### src/rtl/alu_simd_pkg.sv
// Shared definitions for the SIMD ALU result bus.
//   - USE_SIMD mode encoding
//   - fixed 8-segment map of the 45-bit S word (LSB / width per segment)
//   - lanes_per_mode: lanes carried by one word in a given mode
package alu_simd_pkg;

  localparam int SIMD_W  = 45;
  localparam int NUM_SEG = 8;
  localparam int CARRY_W = 2 * NUM_SEG;

  typedef enum logic [1:0] {
    MODE_27x18   = 2'b00,
    MODE_SUM_9x9 = 2'b01,
    MODE_SUM_4x4 = 2'b10,
    MODE_SUM_2x2 = 2'b11
  } simd_mode_e;

  typedef logic [5:0] bitpos_t;

  // Segment LSB positions within S.
  function automatic bitpos_t seg_lsb(input logic [2:0] k);
    case (k)
      3'd0:    seg_lsb = 6'd0;
      3'd1:    seg_lsb = 6'd13;
      3'd2:    seg_lsb = 6'd17;
      3'd3:    seg_lsb = 6'd23;
      3'd4:    seg_lsb = 6'd27;
      3'd5:    seg_lsb = 6'd31;
      3'd6:    seg_lsb = 6'd35;
      default: seg_lsb = 6'd41;
    endcase
  endfunction

  // Segment widths in bits.
  function automatic bitpos_t seg_width(input logic [2:0] k);
    case (k)
      3'd0:    seg_width = 6'd13;
      3'd2,
      3'd6:    seg_width = 6'd6;
      default: seg_width = 6'd4;
    endcase
  endfunction

  function automatic logic [3:0] lanes_per_mode(input simd_mode_e m);
    case (m)
      MODE_27x18:   lanes_per_mode = 4'd1;
      MODE_SUM_9x9: lanes_per_mode = 4'd2;
      MODE_SUM_4x4: lanes_per_mode = 4'd4;
      default:      lanes_per_mode = 4'd8;
    endcase
  endfunction

endpackage

### src/rtl/alu_simd_lane_extract.sv
// Combinational lane slicer for one captured ALU result word.
// Ports:
//   word       in   captured S word
//   carry      in   captured segment carry vector, seg k at [2k+1:2k]
//   mode       in   captured USE_SIMD mode
//   lane_idx   in   lane to extract, 0 = least-significant
//   data       out  lane value, sign- or zero-extended to DATA_W
//   lane_carry out  carry pair of the lane's highest segment
//   last       out  lane_idx is the final lane for this mode
module alu_simd_lane_extract
  import alu_simd_pkg::*;
#(
  parameter bit SIGNED_EXT = 1'b1,
  parameter int DATA_W     = SIMD_W
) (
  input  logic [DATA_W-1:0]  word,
  input  logic [CARRY_W-1:0] carry,
  input  simd_mode_e         mode,
  input  logic [2:0]         lane_idx,
  output logic [DATA_W-1:0]  data,
  output logic [1:0]         lane_carry,
  output logic               last
);

  logic [2:0]        first_seg, top_seg;
  bitpos_t           lo, width;
  logic [DATA_W-1:0] shifted, mask;
  logic              msb;

  always_comb begin
    // Lanes are always groups of whole, aligned segments, so the segment
    // range falls straight out of the lane index bits.
    first_seg = 3'd0;
    top_seg   = 3'd7;
    case (mode)
      MODE_27x18:   begin first_seg = 3'd0;                  top_seg = 3'd7;                  end
      MODE_SUM_9x9: begin first_seg = {lane_idx[0], 2'b00};  top_seg = {lane_idx[0], 2'b11};  end
      MODE_SUM_4x4: begin first_seg = {lane_idx[1:0], 1'b0}; top_seg = {lane_idx[1:0], 1'b1}; end
      default:      begin first_seg = lane_idx;              top_seg = lane_idx;              end
    endcase

    lo      = seg_lsb(first_seg);
    width   = seg_lsb(top_seg) + seg_width(top_seg) - lo;
    shifted = word >> lo;
    // A full 45-bit lane shifts every one out, leaving an all-ones mask.
    mask    = ~({DATA_W{1'b1}} << width);
    msb     = shifted[width - 6'd1];

    if (SIGNED_EXT && msb) data = shifted | ~mask;
    else                   data = shifted & mask;

    lane_carry = carry[{top_seg, 1'b0} +: 2];
    last       = ({1'b0, lane_idx} == (lanes_per_mode(mode) - 4'd1));
  end

endmodule

### src/rtl/alu_simd_result_unpacker.sv
// Consumer side of the 45-bit SIMD ALU result bus. Captures one result word
// with its segment carries and mode, then streams the 1/2/4/8 extended lanes
// out one per handshake.
// Ports:
//   clk, reset          clock, synchronous active-high reset
//   in_valid/in_ready   word handshake
//   in_use_simd         mode of the offered word
//   in_s, in_carry      result word and segment carry vector
//   out_valid/out_ready lane handshake
//   out_data            extended lane value
//   out_carry           carry pair of the lane's top segment
//   out_idx, out_last   lane index and final-lane flag
module alu_simd_result_unpacker
  import alu_simd_pkg::*;
#(
  parameter bit SIGNED_EXT = 1'b1,
  parameter int DATA_W     = SIMD_W
) (
  input  logic               clk,
  input  logic               reset,
  input  logic               in_valid,
  output logic               in_ready,
  input  logic [1:0]         in_use_simd,
  input  logic [DATA_W-1:0]  in_s,
  input  logic [CARRY_W-1:0] in_carry,
  output logic               out_valid,
  input  logic               out_ready,
  output logic [DATA_W-1:0]  out_data,
  output logic [1:0]         out_carry,
  output logic [2:0]         out_idx,
  output logic               out_last
);

  typedef enum logic {ST_IDLE, ST_EMIT} state_e;

  state_e             state_q;
  logic [2:0]         lane_q;
  logic [DATA_W-1:0]  word_q;
  logic [CARRY_W-1:0] carry_q;
  simd_mode_e         mode_q;

  logic [DATA_W-1:0]  lane_data;
  logic [1:0]         lane_carry;
  logic               lane_last;
  logic               accept, lane_fire;

  alu_simd_lane_extract #(
    .SIGNED_EXT (SIGNED_EXT),
    .DATA_W     (DATA_W)
  ) u_extract (
    .word       (word_q),
    .carry      (carry_q),
    .mode       (mode_q),
    .lane_idx   (lane_q),
    .data       (lane_data),
    .lane_carry (lane_carry),
    .last       (lane_last)
  );

  assign out_valid = (state_q == ST_EMIT);
  // The final lane's handshake frees the capture registers in the same
  // cycle, so the next word can land without an idle bubble.
  assign in_ready  = ~reset & (~out_valid | (out_ready & lane_last));
  assign accept    = in_valid & in_ready;
  assign lane_fire = out_valid & out_ready;

  assign out_data  = out_valid ? lane_data  : '0;
  assign out_carry = out_valid ? lane_carry : 2'b00;
  assign out_idx   = out_valid ? lane_q     : 3'd0;
  assign out_last  = out_valid & lane_last;

  always_ff @(posedge clk) begin
    if (reset) begin
      state_q <= ST_IDLE;
      lane_q  <= 3'd0;
      word_q  <= '0;
      carry_q <= '0;
      mode_q  <= MODE_27x18;
    end else if (accept) begin
      state_q <= ST_EMIT;
      lane_q  <= 3'd0;
      word_q  <= in_s;
      carry_q <= in_carry;
      mode_q  <= simd_mode_e'(in_use_simd);
    end else if (lane_fire) begin
      if (lane_last) begin
        state_q <= ST_IDLE;
        lane_q  <= 3'd0;
      end else begin
        lane_q  <= lane_q + 3'd1;
      end
    end
  end

endmodule

### config.mk
export PLATFORM = sky130hd
export DESIGN_NAME = alu_simd_result_unpacker
export DESIGN_NICKNAME = d
export VERILOG_FILES = /design/src/rtl/alu_simd_pkg.sv /design/src/rtl/alu_simd_lane_extract.sv /design/src/rtl/alu_simd_result_unpacker.sv
export SDC_FILE = /design/constraint.sdc
export NUM_CORES = 1
export LEC_CHECK = 0
export BUFFER_PORTS_ARGS = -buffer_cell sky130_fd_sc_hd__buf_2
export CAP_MARGIN = 0
export CORE_MARGIN = 2
export CORE_UTILIZATION = 50
export CTS_CLUSTER_SIZE = 20
export DETAILED_ROUTE_END_ITERATION = 7
export GPL_ROUTABILITY_DRIVEN = 0
export PLACE_DENSITY = 0.72
export SYNTH_ARGS = -nofsm -noshare
export SYNTH_HDL_FRONTEND = slang
export SYNTH_HIERARCHICAL = 1
export SYNTH_SLANG_ARGS = --single-unit
### constraint.sdc
create_clock -name clk -period 16.3 [get_ports clk]
set_input_delay 2.445 -clock clk [delete_from_list [all_inputs] [get_ports clk]]
set_output_delay 2.445 -clock clk [all_outputs]
set_load 0.05 [all_outputs]
==> key figures <==
Run status
  • Status: finished, final reports clean

Critical path
  • Crit path cell chain: ha_1 -> mux2_4 -> o22a_1 -> buf_4 -> nor2_4 -> inv_2 -> ha_1 -> inv_1 -> ha_1 -> fa_1 -> ha_1 -> nor2b_1 -> nand3_1 -> a21oi_1 -> a221oi_1 -> a31oi_1 -> nand3_1 -> o32a_1 -> buf_4 -> o2bb2ai_1 -> and2_1 -> buf_2
  • Crit path top cell by count: ha_1
  • R2R Setup Slk: about 12 ns
  • CP required: 13.86 ns
  • CP bufs+invs: 5
  • RR Startpoint: mode_q[0]
  • CP max stage cell: ha_1
  • Delay-heaviest family, CP: adder cells
  • Crit Path Max Fanout: 45
  • RR Endpoint: word_q[23]
  • Startpoint Class: register
  • CP endpoint kind: output port
  • Reg2Reg Depth: 11
  • CP peak stage delay: 0.75 ns
  • Crit Path Class: reg2out
  • CP arrival: 7.39 ns

Job
  • # Max-Cap Violations: 0

Timing
  • Fmax: 102 MHz
  • TNS Setup: 0 ns
  • Max-slew violation count: 0
  • Worst hold margin: 0.576 ns
  • Least-Margin Pin Slew: approximately 1.3 ns
  • Final hold violations: 0
  • Setup violators final: 0
  • Worst Skew: 0.00531 ns
  • RSZ-0062 raised after global routing: false
  • Period utilization: 0.604
  • Post-route minimum period: between 9 and 10 ns
  • Slew headroom: 0.117

Logic synthesis
  • Area leader, netlist: dfxtp_1
  • Post-synth ARST share: 0
  • Syn avg cell area: slightly below 8 sq um
  • Synth Flop Type: dfxtp_1
  • Yosys reg bits: 67
  • Syn Std Cell Area: a little under 8000 sq um
  • Synth top area cells: dfxtp_1 17%, nor2b_1 5.4%, mux2_1 5.4%
  • Mapped Cells: around 1,000
  • Post-synth cell types: 91
  • Seq/Total Area, Yosys: 0.173
  • Synth Warn #: 6
  • Syn nets: 1,087
  • Yosys top cell area share: 0.173
  • EDFF count, synth: 0

Floorplan
  • Core area: 15,100 sq um
  • Ports: 120
  • Die Y: 128 um
  • FP Rows: 45
  • Initial cell density of the core: 0.512
  • Chip Width: between 100 and 150 um
  • Die footprint: 16,500 sq um

Clock network
  • Number of CTS-inserted buffers: 9
  • Clock transition at the registers of the reported paths: about 0.06 ns
  • H-Tree Depth: 3
  • Clk root buf: clkbuf_16
  • CTS tree: built
  • Clock Tree Buf Depth: 2
  • Setup Buffers After CTS: 0
  • Hold buffers post-CTS: 0
  • Skew-Pair Late Insertion Delay: 0.34 ns
  • Post-CTS Resized: 0
  • Clk sinks: 67

Routing
  • Final wirelength: around 27,000 um
  • Metal3 WL: roughly 3700 um
  • Met2 WL: 10,900 um
  • Antenna Nets Post-Route: 0
  • Initial DRC Count: 1,713
  • Wire per inst: 21.6 um
  • Drt first pass iters: 8
  • Vias: roughly 8,600
  • Vias per cell: 6.86
  • DRC viols: 0
  • Highest metal used: met4
  • Metal-1 WL: 10,900 um

GRT
  • Largest net degree at the start of global routing: 70
  • Remaining Overflow, GRT: 0
  • Wire length of the first global-routing pass: ~42,000 um
  • Vias in the first global route: 7,659
  • Initial antenna violation count: 0
  • GRT Util Overall: 0.319

Finish
  • Share of layout cells above drive strength 1: 0.198
  • FILL cells: 1,450
  • Leading cell types in the layout, fill and taps excluded: 119 x buf_2, 68 x nor2_1, 67 x nor2b_1, 67 x dfxtp_1, 64 x a21oi_1
  • Final core occ: 0.562
  • P&R area growth vs syn: 9.91%
  • Commonest non-fill, non-tap cell in the layout: buf_2
  • Ant diodes: 0
  • Total Nets Final: 1,146

Worst hold path
  • Hold wc startpoint: carry_q[13]
  • Hold crit path type: reg2reg
  • Hold Path Sink: carry_q[13]
  • Hold path depth: 2

Power and ir drop
  • Static Leakage: between 3 and 4 nW
  • PwrDens: between 90 and 100 nW/um^2
  • Max IR drop VDD: 0.0630 mV

Placement
  • DP Wirelength: 19,200 um
  • Port Buf Inserts: 119
==> registers in the layout, indices dropped and copies added, names as in the netlist <==
| signal | cells |
|---|---|
| lane_q | 3 |
| out_valid | 1 |
| carry_q | 16 |
| mode_q | 2 |
| word_q | 45 |
==> power by group <==
| part | switching [mW] | internal [mW] | total (mW) |
|---|---|---|---|
| Clock | 0.0792 | 0.105 | 0.185 |
| Combinational | 0.309 | 0.159 | 0.468 |
| Sequential | 0.0158 | 0.178 | 0.194 |
| Total | 0.404 | 0.442 | 0.846 |
==> cells by family (layout without fill, tap and decap cells) <==
kind of cell    count (synthesis)  after routing  share of synthesized area
simple gates                  356            356                      0.241
mux                           101            101                      0.156
buf+inv                       124            188                     0.0782
xor+xnor                       14             14                     0.0176
fa+ha+maj                      22             22                     0.0381
flops                          67             67                      0.173
compound gates                315            315                      0.296
==> how the worst max path moves through the flow <==
| stage | slack [ns] | cells after the start | startpoint | end |
|---|---|---|---|---|
| 2_1_floorplan | 8.50 | 26 | mode_q[0] | out_data[11] |
| 5_1_grt | 6.01 | 22 | mode_q[0] | out_data[39] |
| 3_5_place_dp | 6.98 | 22 | mode_q[0] | out_data[39] |
| 3_3_place_gp | 7.14 | 22 | mode_q[0] | out_data[42] |
| 6_report | 6.46 | 22 | mode_q[0] | out_data[28] |
| 4_1_cts | 6.61 | 22 | mode_q[0] | out_data[39] |
==> stage by stage <==
stage	instance area [sq um]	worst slack [ns]	power (mW)	cells
after floorplan	7750	8.50	0.555	999
after global placement	8230	7.14	0.642	1235
after detailed placement	8230	6.98	0.644	1235
after CTS	8520	6.61	0.831	1251
after global routing	8520	6.01	0.887	1251
final	8520	6.46	0.846	1251
==> routing by layer <==
metal / vias up / GRT usage
li1: 3859 / -
met1: 3828 / 0.436
met2: 725 / 0.455
met3: 165 / 0.0815
met4: 0 / 0.185
met5: - / 0
==> synthesized netlist by cell type (all sizes together) (10+ instances only) <==
master,count
a21oi,64
ha,18
and2,56
nor3,24
o211ai,13
o21ai,51
nand3,35
buf,47
nand2,62
mux2,70
clkbuf,38
mux2i,23
o32ai,11
a221oi,11
inv,39
nor2,69
o22ai,24
dfxtp,67
a211oi,16
nor2b,67
a32oi,10
==> layout make-up <==
class	instances	area (sq um)	area share
repair buffers	133	701	0.0823
clock buffers	9	225	0.0264
well taps	188	235	0.0276
clock inverters	7	58.8	0.00690
flip-flops and latches	67	1340	0.157
multi-input cells	808	5810	0.682
inverters	39	146	0.0172
==> tightest hold or removal path, cell delays in order (launching register included) <==
cell and delay, ns:
dfxtp_1 0.31, nor2b_1 0.12, mux2_1 0.12
Power figures use the tool's default switching activity.
